[src/rtl/mips_pkg.sv]
// Shared encodings for the MIPS cycle controller: run modes, FSM states, default counter width.
// No logic; no latency; no backpressure.
package mips_pkg;

    localparam int CNT_W_DEF = 16;

    typedef enum logic [1:0] {
        MODE_HALT  = 2'd0,
        MODE_FREE  = 2'd1,
        MODE_BURST = 2'd2,
        MODE_STEP  = 2'd3
    } mode_e;

    typedef enum logic [1:0] {
        ST_IDLE   = 2'd0,
        ST_RUN    = 2'd1,
        ST_FINISH = 2'd2
    } state_e;

endpackage

[src/rtl/mips_sat_counter.sv]
// Up-counter with synchronous clear that holds at all-ones instead of wrapping.
// Latency: count visible the cycle after clr/inc; no backpressure.
module mips_sat_counter #(
    parameter int CNT_W = mips_pkg::CNT_W_DEF
) (
    input  logic             clk_i,
    input  logic             rst_ni,
    input  logic             clr_i,
    input  logic             inc_i,
    output logic [CNT_W-1:0] cnt_o
);

    logic [CNT_W-1:0] cnt_q;
    logic [CNT_W-1:0] cnt_d;

    always_comb begin
        cnt_d = cnt_q;
        if (clr_i) begin
            cnt_d = '0;
        end else if (inc_i && (cnt_q != {CNT_W{1'b1}})) begin
            cnt_d = cnt_q + CNT_W'(1);
        end
    end

    always_ff @(posedge clk_i or negedge rst_ni) begin
        if (!rst_ni) begin
            cnt_q <= '0;
        end else begin
            cnt_q <= cnt_d;
        end
    end

    assign cnt_o = cnt_q;

endmodule

[src/rtl/mips_cycle_ctrl.sv]
// Core run controller: IDLE/RUN/FINISH FSM gating per-channel step enables (FREE/BURST/STEP), optional PC breakpoint via MIPS_CYCLE_CTRL_BKPT_EN.
// Latency: first step_en one cycle after the accepted start edge; done one cycle after the last RUN cycle.
// Backpressure: none; start is ignored outside IDLE, stop/breakpoint end a run on the next edge.
module mips_cycle_ctrl
    import mips_pkg::*;
#(
    parameter int CNT_W = CNT_W_DEF,
    parameter int N_CH  = 1
) (
    input  logic             clock,
    input  logic             reset_n,
    input  logic [1:0]       mode,
    input  logic             start,
    input  logic             stop,
    input  logic [CNT_W-1:0] burst_len,
    input  logic [N_CH-1:0]  ch_mask,
`ifdef MIPS_CYCLE_CTRL_BKPT_EN
    input  logic [31:0]      bkpt_pc,
    input  logic [31:0]      pc,
    input  logic             bkpt_valid,
    output logic             bkpt_hit,
`endif
    output logic [N_CH-1:0]  step_en,
    output logic             busy,
    output logic             done,
    output logic [CNT_W-1:0] cycles_run
);

    state_e           state_q, state_d;
    mode_e            mode_q, mode_d;
    logic [N_CH-1:0]  mask_q, mask_d;
    logic [CNT_W-1:0] rem_q, rem_d;
    logic [N_CH-1:0]  step_en_q, step_en_d;
    logic             cnt_clr;
    logic             cnt_inc;
    logic             bkpt_stop;
    logic             run_stop;

`ifdef MIPS_CYCLE_CTRL_BKPT_EN
    logic hit_q;

    assign bkpt_stop = bkpt_valid && (pc == bkpt_pc);

    // Remember why the run ended so the hit flag lines up with the done pulse.
    always_ff @(posedge clock or negedge reset_n) begin
        if (!reset_n) begin
            hit_q <= 1'b0;
        end else if (state_q == ST_RUN && state_d == ST_FINISH) begin
            hit_q <= bkpt_stop;
        end else if (state_q == ST_IDLE) begin
            hit_q <= 1'b0;
        end
    end

    assign bkpt_hit = done & hit_q;
`else
    assign bkpt_stop = 1'b0;
`endif

    assign run_stop = stop | bkpt_stop;

    always_comb begin
        state_d = state_q;
        mode_d  = mode_q;
        mask_d  = mask_q;
        rem_d   = rem_q;
        cnt_clr = 1'b0;
        cnt_inc = 1'b0;
        case (state_q)
            ST_IDLE: begin
                if (start && (mode_e'(mode) != MODE_HALT)) begin
                    mode_d  = mode_e'(mode);
                    mask_d  = ch_mask;
                    rem_d   = burst_len;
                    cnt_clr = 1'b1;
                    if (mode_e'(mode) == MODE_BURST && burst_len == '0) begin
                        state_d = ST_FINISH;
                    end else begin
                        state_d = ST_RUN;
                    end
                end
            end
            ST_RUN: begin
                cnt_inc = 1'b1;
                if (mode_q == MODE_BURST) begin
                    rem_d = rem_q - CNT_W'(1);
                end
                // Stop and a burst terminal count both land in FINISH, so no ordering is needed.
                if (run_stop || (mode_q == MODE_STEP) ||
                    (mode_q == MODE_BURST && rem_q == CNT_W'(1))) begin
                    state_d = ST_FINISH;
                end
            end
            ST_FINISH: begin
                state_d = ST_IDLE;
            end
            default: begin
                state_d = ST_IDLE;
            end
        endcase
        step_en_d = (state_d == ST_RUN) ? mask_d : '0;
    end

    always_ff @(posedge clock or negedge reset_n) begin
        if (!reset_n) begin
            state_q   <= ST_IDLE;
            mode_q    <= MODE_HALT;
            mask_q    <= '0;
            rem_q     <= '0;
            step_en_q <= '0;
        end else begin
            state_q   <= state_d;
            mode_q    <= mode_d;
            mask_q    <= mask_d;
            rem_q     <= rem_d;
            step_en_q <= step_en_d;
        end
    end

    mips_sat_counter #(
        .CNT_W (CNT_W)
    ) u_cycles (
        .clk_i  (clock),
        .rst_ni (reset_n),
        .clr_i  (cnt_clr),
        .inc_i  (cnt_inc),
        .cnt_o  (cycles_run)
    );

    assign step_en = step_en_q;
    assign busy    = (state_q == ST_RUN);
    assign done    = (state_q == ST_FINISH);

endmodule

[config.mk]
export PLATFORM = sky130hd
export DESIGN_NAME = mips_cycle_ctrl
export DESIGN_NICKNAME = d
export VERILOG_FILES = /design/src/rtl/mips_pkg.sv /design/src/rtl/mips_sat_counter.sv /design/src/rtl/mips_cycle_ctrl.sv
export SDC_FILE = /design/constraint.sdc
export NUM_CORES = 1
export LEC_CHECK = 0
export CELL_PAD_IN_SITES_DETAIL_PLACEMENT = 2
export CELL_PAD_IN_SITES_GLOBAL_PLACEMENT = 2
export CORE_ASPECT_RATIO = 0.5
export CORE_MARGIN = 8
export CORE_UTILIZATION = 25
export CTS_CLUSTER_SIZE = 14
export DETAILED_ROUTE_END_ITERATION = 7
export GPL_ROUTABILITY_DRIVEN = 0
export MAX_ROUTING_LAYER = met4
export PLACE_DENSITY_LB_ADDON = 0.1
export SYNTH_ARGS = -nofsm -noshare
export SYNTH_HDL_FRONTEND = slang
export SYNTH_SLANG_ARGS = --single-unit
[constraint.sdc]
create_clock -name clock -period 2.3 [get_ports clock]
set_clock_uncertainty 0.15 [all_clocks]
set_input_delay 0.345 -clock clock [delete_from_list [all_inputs] [get_ports clock]]
set_output_delay 0.345 -clock clock [all_outputs]
set_load 0.01 [all_outputs]
Word-level counts from Yosys, hierarchy flattened:

Index checks and enable logic that the tools add are counted.

* bits of input ports: 23
* word-level logic and storage cells: 46
* register bits: 38
* output and inout bits: 19

* equality and inequality tests: 10
* multiplexer cells: 15
* reductions and logical operators: 13
* $add $sub $neg: 2

Operators with widths (count)
* $mux 16: 4
* $pmux 16 s2: 1
* $add 16x1->16 const B: 1
* $eq 16x1->1 const B: 1
* $logic_not 16->1: 1
* $ne 16x16->1 const B: 1
* $sub 16x1->16 const B: 1
* $eq 2x2->1 const B: 4
* $mux 1: 6
* $mux 2: 3
* $reduce_bool 2->1: 3
* $eq 2x1->1 const B: 2
* $logic_and 1x1->1: 4
* $pmux 2 s2: 1
* $reduce_and 3->1: 1
* $logic_not 2->1: 1
* $logic_or 1x1->1: 2
* $ne 2x1->1 const B: 1
* $ne 2x2->1 const B: 1
* $reduce_and 2->1: 1

Logic depth before layout (Yosys ltp):

Gate-level depths: netlist (run 1).

* word-level depth: 7
* gate-level depth with buffers: 7
* depth with buffers taken out: 6

By module:

A second synthesis (run 1) with hierarchy kept.

* cell total of the unflattened synthesis: 267
* area, all modules: 2378.5 µm²

Modules (own cells, without submodules)
* mips_cycle_ctrl: seq. area each 550.5 µm², cells each 169, area each 1436.4 µm², instances 1
* mips_sat_counter: seq. area each 400.4 µm², cells each 98, area each 942.2 µm², instances 1

Worst setup path after synthesis (run 1):

No wires, ideal clock.

* path type: register to register
* from: register u_cycles.cnt_q[0] (netlist: u_cycles.cnt_o[0])
* to: register u_cycles.cnt_q[12] (netlist: u_cycles.cnt_o[12])
* setup time: 0.125 ns
* data arrival time: 1.612 ns
* period minus slack after synthesis: 1.887 ns
* setup slack: 0.413 ns
* cell stages (with the launch flop): 8
* path through: dfrtp_1 -> ha_1 -> and3_1 -> buf_4 -> nand2_1 -> buf_2 -> nor3_1 -> mux2_2

* word-level cells in the longest chain between the ends: 3

Ends and longest elaborated chain
* start: declaration: RTL line mips_sat_counter.sv:13 `logic [CNT_W-1:0] cnt_q;`
* start signal: assignment: RTL line mips_sat_counter.sv:29 `cnt_q <= cnt_d;`
* $add 16x1->16 or $ne 16x16->1 (tied branches): RTL line mips_sat_counter.sv:21, mips_sat_counter.sv:20
* $mux 16 or $logic_and 1x1->1 (tied branches): RTL line mips_sat_counter.sv:20 `end else if (inc_i && (cnt_q != {CNT_W{1'b1}})) begin`
* $mux 16 or $reduce_bool 2->1 (tied branches)

Several ways; a longest one is shown, not always the timed one. The select of a mux whose other input is x is not followed.
A chain may end at the register's enable or synchronous reset.

Final worst setup path (run 1):

* from: register state_q[1]
* to: output port busy

* word-level cells in the longest chain between the ends: 1

Ends and longest elaborated chain
* start: declaration: RTL line mips_cycle_ctrl.sv:29 `state_e state_q, state_d;`
* start signal: assignment: RTL line mips_cycle_ctrl.sv:112 `state_q <= state_d;`
* $eq 2x1->1: RTL line mips_cycle_ctrl.sv:131 `assign busy = (state_q == ST_RUN);`
* end: declaration: RTL line mips_cycle_ctrl.sv:24 `output logic busy,`

No other way between the ends.

==> results of run 1 <==
-- per-layer routing --
layer	global-route usage, %	vias to the layer above
met1	16.3	1213
met2	23.9	23
met3	3.43	8
li1	-	1104
met4	3.18	0
met5	-	-
-- worst min path at each step --
stage	to	slack (ps)	cells past startpoint
after floorplan	mask_q	-100	0
after global placement	u_cycles.cnt_o[6]	200	1
after detailed placement	u_cycles.cnt_o[6]	210	1
after CTS	mask_q	350	1
after global routing	mask_q	360	1
final	mask_q	340	1
-- worst register-to-register path: stages, from the launching register on --
cell and delay [ps]:
dfrtp_1 460, inv_1 90, ha_1 240, nor4b_2 320
and3_1 300, a41oi_1 150, o22a_1 210
-- Yosys cell counts, types with 3 or more instances --
| library cell | instances |
|---|---|
| nand2b_1 | 6 |
| mux2i_1 | 9 |
| nand4_1 | 10 |
| nor3b_1 | 3 |
| nor2_1 | 18 |
| buf_2 | 7 |
| nand2_1 | 34 |
| o21ai_0 | 15 |
| and2_1 | 3 |
| dfrtp_1 | 38 |
| inv_1 | 6 |
| and3_1 | 4 |
| o22a_1 | 3 |
| ha_1 | 3 |
| nand3_1 | 12 |
| or3_1 | 4 |
| o31ai_1 | 3 |
| nor4_1 | 10 |
| o221ai_1 | 3 |
| a41oi_1 | 3 |
| a32oi_1 | 3 |
| buf_4 | 3 |
| nor3_1 | 11 |
| a21oi_1 | 15 |
| a211oi_1 | 3 |
-- state kept, by name, summed over array words and instances (netlist names) --
signal,count
step_en,1
rem_q,16
mode_q,2
u_cycles.cnt_o,16
state_q,2
mask_q,1
-- what timing repair did --
item | CTS | global route
resized for setup | 0 | 0
endpoints found under the hold margin | 17 | 0
setup buffers | 0 | 0
hold buffers | 1 | 0
-- power by group through the flow --
stage	Clock [uW]	Combinational [uW]	Sequential (uW)
floorplan	0	889	1130
global placement	0	1320	1220
detailed placement	0	1390	1230
CTS	829	1400	1220
global route	849	1550	1270
finish	799	1370	1220
-- layout make-up --
cell class	count	area [um^2]	share of cell area (%)
multi-input combinational	208	1310	41.7
sequential	38	951	30.3
timing repair buffer	56	533	17.0
tap	121	151	4.83
clock buffer	5	125	3.99
clock inverter	3	40.0	1.28
inverter	7	26.3	0.838
-- through the flow --
stage | setup WS (ps) | std cells | cell area [um^2]
floorplan | 413 | 268 | 2360
global placement | 146 | 429 | 2960
detailed placement | 86.9 | 429 | 2960
CTS | 153 | 438 | 3130
global route | 90.5 | 438 | 3130
finish | 187 | 438 | 3130
-- kinds of logic after synthesis --
| kind of cell | share of synthesized area (%) |
|---|---|
| multiplexers | 4.76 |
| buffers and inverters | 4.50 |
| flip-flops | 40.2 |
| adder cells (fa/ha/maj) | 1.59 |
| AO/OA/AOI/OAI | 19.1 |
| AND/OR/NAND/NOR | 29.8 |
==> qor.yml, run 1 <==
outcome: "complete, no violations"
port_buffers: 41
synth_edf_count: 0
cts_root_buf: "clkbuf_16"
fp.dieH_um: 84.8
drc: 0
layout_common_cells: "40 x clkdlybuf4s50_1, 38 x dfrtp_1, 34 x nand2_1, 18 x nor2_1"
synthTopCellsByArea: "dfrtp_1 40%, nand2_1 5.4%, mux2i_1 3.8%, a21oi_1 3.2%, o21ai_0 3.2%"
synth_warnings: 0
hold-worst-slack_ps: 342
ant_nets: 0
rows: 25
wl_per_cell_um: 19.4
wl_met1_um: 3980
postSynth.asyncResetShare_pct: 100
die_w_um: 154
grt_max_degree: 26
layout-drive-gt1-share_pct: 11.7
clockPowerShare_pct: 23.6
finalCriticalPeriod_ps: 2110
fillers: 1042
place_hpwl_um: 6420
rrSetupSlack_ps: 270
synth_cell_types: 55
postLayoutCoreUtil_pct: 33.6
cts_tree: "done"
numCtsBuffers: 5
max_cap_viol_count: 0
crit_end: "busy"
slew_headroom_pct: 64.3
slew_viol_final: 0
synthCells: 268
ir_drop_uv: 323
critical_path_class: "register to output port"
synth-seq-cells: 38
cts_num_sinks: 38
tightest_slew_ps: 536
wl_met3_um: 266
hold_viol: 0
wl_met2_um: 4180
yosys.area.top_type: "dfrtp_1"
hold_path_class: "register to register"
wirelength_um: 8490
rr_endpoint: "rem_q[12]"
critPathMaxFanout: 7
start_util_pct: 25.4
crit_start: "state_q[1]"
synth_area_per_cell_um2: 8.82
synth.net_count: 294
pwr-share-comb_pct: 40.4
viasPerCell: 5.36
clkLatencyLatePin_ps: 290
final_common_cell: "clkdlybuf4s50_1"
dr.pass1.iters: 4
rsz0062_at_grt: "no"
syn_area_um2: 2360
tns_ps: 0
period_share_pct: 91.9
num-nets-final: 342
total_power_uw: 3380
min_from: "mask_q"
cts.clk_slew.worst_paths_ps: 60
diodes: 0
synth_top_area_share_pct: 40.2
core_area_um2: 9320
grt_pass1_vias: 2622
ys_seq_area_share_pct: 40.2
slowest_delay_ps: 560
power.leakage_uw: 0.00122
grt_remaining_overflow: 0
synth_ff_type: "dfrtp_1"
crit_required_ps: 1800
swShare_pct: 41.0
worstRegToRegCells: 6
highest_layer: "met4"
gr-usage-all-layers_pct: 13.9
power_density_nw_per_um2: 1080
crit_family: "buffers and inverters"
switchingPower_uw: 1390
pin_count: 42
die_area_um2: 13000
r2r-start: "rem_q[0]"
cp.depth: 3
grt_first_pass_wirelength_um: 14200
setup_viol: 0
cp-end-kind: "output port"
syn2layout_area_growth_pct: 32.5
cts_buffer_depth: 2
seqPwrFrac_pct: 36.0
cp_slowest_cell: "clkdlybuf4s50_1"
intPower_uw: 2000
path_cells: "nand2b_1 > inv_2 > clkdlybuf4s50_1"
critical_path_arrival_ps: 1620
via_count: 2348
startpoint_type: "register"
antenna_found_initial: 0
max_freq_mhz: 473
path_buf_inv: 2
drtIter0Drc: 50
htreeDepth: 2
Power figures use the tool's default switching activity.
==> run 2: changes to the inputs <==
--- a/config.mk
+++ b/config.mk
@@ -7,7 +7,7 @@
 export LEC_CHECK = 0
 export CELL_PAD_IN_SITES_DETAIL_PLACEMENT = 2
 export CELL_PAD_IN_SITES_GLOBAL_PLACEMENT = 2
-export CORE_ASPECT_RATIO = 0.5
+export CORE_ASPECT_RATIO = 0.75
 export CORE_MARGIN = 8
 export CORE_UTILIZATION = 25
 export CTS_CLUSTER_SIZE = 14
==> qor.yml, run 2 (synthesized netlist as in run 1, its figures left out) <==
switchingPower_uw: 1430
wirelength_um: 8620
gr-usage-all-layers_pct: 14.7
path_buf_inv: 2
grt_first_pass_wirelength_um: 14500
hold-worst-slack_ps: -26.8
pwr-share-comb_pct: 42.3
layout-drive-gt1-share_pct: 13.9
power_density_nw_per_um2: 1090
layout.cells.non_filler: 452
cts_buffer_depth: 2
syn2layout_area_growth_pct: 34.7
setup_viol: 0
rsz0062_at_grt: "no"
power.leakage_uw: 0.00124
ir_drop_uv: 375
port_buffers: 41
critPathMaxFanout: 7
via_count: 2342
cp.depth: 3
path_cells: "nand2b_1 > inv_2 > clkdlybuf4s50_1"
swShare_pct: 41.2
cts_tree: "done"
grt_remaining_overflow: 0
cts_setup_buffers: 0
total_power_uw: 3480
diodes: 0
tightest_slew_ps: 553
drc: 0
finalCriticalPeriod_ps: 2130
place_hpwl_um: 6570
cts_root_buf: "clkbuf_16"
cp-end-kind: "output port"
postCtsHoldBufs: 0
grt_max_degree: 39
slew_headroom_pct: 63.2
worstRegToRegCells: 6
slowest_delay_ps: 560
wl_per_cell_um: 19.1
final_common_cell: "clkdlybuf4s50_1"
period_share_pct: 92.5
crit_required_ps: 1800
htreeDepth: 2
critical_path_class: "register to output port"
dr.pass1.iters: 4
seqCellArea_um2: 951
core_area_um2: 9120
layout_common_cells: "40 x clkdlybuf4s50_1, 38 x dfrtp_1, 34 x nand2_1, 22 x buf_4, 18 x nor2_1"
clkLatencyLatePin_ps: 290
seqPwrFrac_pct: 34.3
violations: "negative hold slack"
drtIter0Drc: 102
die_w_um: 128
postLayoutCoreUtil_pct: 34.9
viasPerCell: 5.18
cp_slowest_cell: "clkdlybuf4s50_1"
rows: 30
start_util_pct: 25.9
startpoint_type: "register"
max_freq_mhz: 470
multi_input_area_um2: 1310
fillers: 1039
antenna_found_initial: 0
die_area_um2: 12900
cts_num_sinks: 38
grt_pass1_vias: 2557
crit_family: "buffers and inverters"
dp.cells: 444
ant_nets: 0
tns_ps: 0
max_cap_viol_count: 0
cts.clk_slew.worst_paths_ps: 60
outcome: "finished, violations left"
slew_viol_final: 0
critical_path_arrival_ps: 1630
intPower_uw: 2050
hold_path_class: "primary input to asynchronous set/reset pin"
clockPowerShare_pct: 23.4
cts_resized: 0
num-nets-final: 349
hold_viol: 38
fp.dieH_um: 100
pin_count: 42
numCtsBuffers: 5
-- run 2: metal layers --
layer  vias to the layer above  global-route usage [%]  share of wire, %
met5                         -                       -                 0
met4                         0                    2.46              0.39
met3                         5                    3.07               2.5
met2                        33                    19.9                41
met1                      1177                    21.7                56
li1                       1127                       -                 -
-- run 2: final timing paths --
check | slack (ps) | startpoint | to
setup / recovery | 170 | state_q[1] | busy
hold / removal | -30 | reset_n | rem_q[2]
setup reg to reg | 320 | rem_q[1] | rem_q[12]
hold reg to reg | 360 | mask_q | mask_q
max in group asynchronous | 1640 | reset_n | u_cycles.cnt_o[14]
min in group clock | 360 | mask_q | mask_q
-- run 2: final cells by class --
type | instances | share of cell area (%)
clock buffer | 5 | 3.93
clock inverter | 3 | 1.41
inverter | 7 | 0.825
multi-input combinational | 208 | 41.0
sequential | 38 | 29.9
tap | 128 | 5.03
timing repair buffer | 63 | 17.9
-- run 2: through the flow --
stage	area (um^2)	worst slack [ps]
3_5_place_dp	3020	73.3
2_1_floorplan	2360	413
4_1_cts	3190	151
3_3_place_gp	3020	98.4
5_1_grt	3190	84.7
6_report	3190	171
-- run 2: power by group through the flow --
stage | Clock [uW] | Sequential, uW | Combinational, uW
floorplan | 0 | 1130 | 889
global placement | 0 | 1190 | 1440
detailed placement | 0 | 1200 | 1480
CTS | 837 | 1200 | 1500
global route | 864 | 1240 | 1650
finish | 814 | 1190 | 1470
==> run 3: changes to the inputs <==
--- a/config.mk
+++ b/config.mk
@@ -17,4 +17,5 @@
 export PLACE_DENSITY_LB_ADDON = 0.1
 export SYNTH_ARGS = -nofsm -noshare
 export SYNTH_HDL_FRONTEND = slang
+export SYNTH_HIERARCHICAL = 1
 export SYNTH_SLANG_ARGS = --single-unit
==> qor.yml, run 3 <==
outcome: "complete, no violations"
drtIter0Drc: 112
hold_path_class: "register to register"
rsz0062_at_grt: "no"
pin_count: 42
max_cap_viol_count: 0
layout-drive-gt1-share_pct: 13.4
place_ws_ps: 52.2
power.leakage_uw: 0.00123
tightest_slew_ps: 647
setup_slack_ps: 101
diodes: 0
synth_commonest_cells: "38 x dfrtp_1, 27 x a21oi_1, 24 x nand2_1"
drc: 0
power_density_nw_per_um2: 1040
grt_first_pass_wirelength_um: 13600
path_cells: "nand2b_1 > inv_2 > buf_4 > clkdlybuf4s50_1"
ys_seq_area_share_pct: 40.0
cts_root_buf: "clkbuf_16"
critical_path_class: "register to output port"
start_util_pct: 26.0
dr.pass1.iters: 4
synth_warnings: 6
synthCells: 267
port_buffers: 41
viasPerCell: 5.20
synthTopCellsByArea: "dfrtp_1 40%, a21oi_1 5.7%, o21ai_1 3.8%, nand2_1 3.8%, nor2_1 3.2%"
syn_area_um2: 2380
rrSetupSlack_ps: 140
max_freq_mhz: 455
layout_common_cells: "40 x clkdlybuf4s50_1, 38 x dfrtp_1, 27 x a21oi_1, 24 x nand2_1, 20 x nor2_1"
synth_area_per_cell_um2: 8.91
num-nets-final: 347
die_w_um: 129
die_area_um2: 12900
antenna_found_initial: 0
hold-worst-slack_ps: 357
slew_headroom_pct: 56.8
synth_top_area_share_pct: 40.0
cts.clk_slew.worst_paths_ps: 60
final_common_cell: "clkdlybuf4s50_1"
grt_remaining_overflow: 0
slowest_delay_ps: 570
grt_max_degree: 27
yosys.area.top_type: "dfrtp_1"
wirelength_um: 8300
crit_family: "buffers and inverters"
slew_viol_final: 0
synth_edf_count: 0
postSynth.asyncResetShare_pct: 100
finalCriticalPeriod_ps: 2200
grt_pass1_vias: 2503
via_count: 2339
critical_path_arrival_ps: 1700
synth_ff_type: "dfrtp_1"
fp.dieH_um: 100
fin_area_um2: 3180
setup_viol: 0
crit_required_ps: 1800
cts_num_sinks: 38
numCtsBuffers: 5
core_area_um2: 9160
ir_drop_uv: 288
cts_tree: "done"
cp_slowest_cell: "clkdlybuf4s50_1"
wl_per_cell_um: 18.4
post-synth-top-count-cell: "dfrtp_1"
path_buf_inv: 3
synth-seq-cells: 38
tns_ps: 0
startpoint_type: "register"
htreeDepth: 2
critPathMaxFanout: 9
synth.net_count: 293
synth_cell_types: 60
place_hpwl_um: 6240
clkLatencyLatePin_ps: 290
syn2layout_area_growth_pct: 33.9
cp-end-kind: "output port"
cts_buffer_depth: 2
placed_cell_area_um2: 3030
gr-usage-all-layers_pct: 13.8
cts_resized: 0
rows: 30
ant_nets: 0
hold_viol: 0
period_share_pct: 95.6
run 3: changes by cell type in the layout (fill, tap and decap cells not counted), moves of 5 or more:
| cell | previous run | this run |
|---|---|---|
| o21ai_0 | 15 | 3 |
| o21ai_1 | 0 | 18 |
| or4_1 | 2 | 7 |
| nand2_1 | 34 | 24 |
| mux2i_1 | 9 | 0 |
| nand3_1 | 12 | 5 |
| a21oi_1 | 15 | 27 |
| nand2b_1 | 6 | 1 |
| nor2b_1 | 1 | 6 |
run 3: worst paths after layout:
check,startpoint,endpoint,cells past startpoint
max in group asynchronous,reset_n,mode_q[1],3
hold reg to reg,mask_q,mask_q,2
setup reg to reg,u_cycles/cnt_o[0],u_cycles/cnt_o[4],6
setup / recovery,state_q[1],busy,4
hold / removal,mask_q,mask_q,2
min in group asynchronous,reset_n,rem_q[7],2
run 3: what timing repair did:
action	4_1_cts	5_1_grt
hold buffers	1	0
endpoints found under the hold margin	18	0
setup buffers	0	0
run 3: worst min-delay path: stages, from the launching register on:
cell and delay, ps:
dfrtp_1 360, nand2_1 60, nand2_1 60
run 3: kinds of logic after synthesis:
kind of cell / share of synthesized area (%)
adder cells (fa/ha/maj): 1.58
buffers and inverters: 4.16
flip-flops: 40.0
AND/OR/NAND/NOR: 30.0
multiplexers: 1.89
AO/OA/AOI/OAI: 22.4
run 3: metrics by stage:
step / power (uW) / instances / utilization, %
after global placement: 2610 / 441 / 33.0
after CTS: 3380 / 450 / 34.8
after floorplan: 2040 / 267 / -
after global routing: 3600 / 450 / 34.8
after detailed placement: 2630 / 441 / 33.0
final: 3310 / 450 / 34.8
run 3: layout make-up:
type	instances	area (um^2)
multi-input cells	208	1330
clock inverters	1	5.00
flip-flops and latches	38	951
fillers	1060	5970
inverters	7	26.3
repair buffers	61	571
well taps	128	160
clock buffers	7	143
run 3: metal layers:
layer	wire, um	track usage [%]
met1	4490	19.1
met2	3440	19.7
met3	292	3.01
met4	72	3.24
met5	0	-
run 3: where the power goes:
| group | internal (uW) | switching, uW | total (uW) |
|---|---|---|---|
| combinational | 610 | 824 | 1430 |
| clock | 431 | 284 | 714 |
| sequential | 879 | 282 | 1160 |
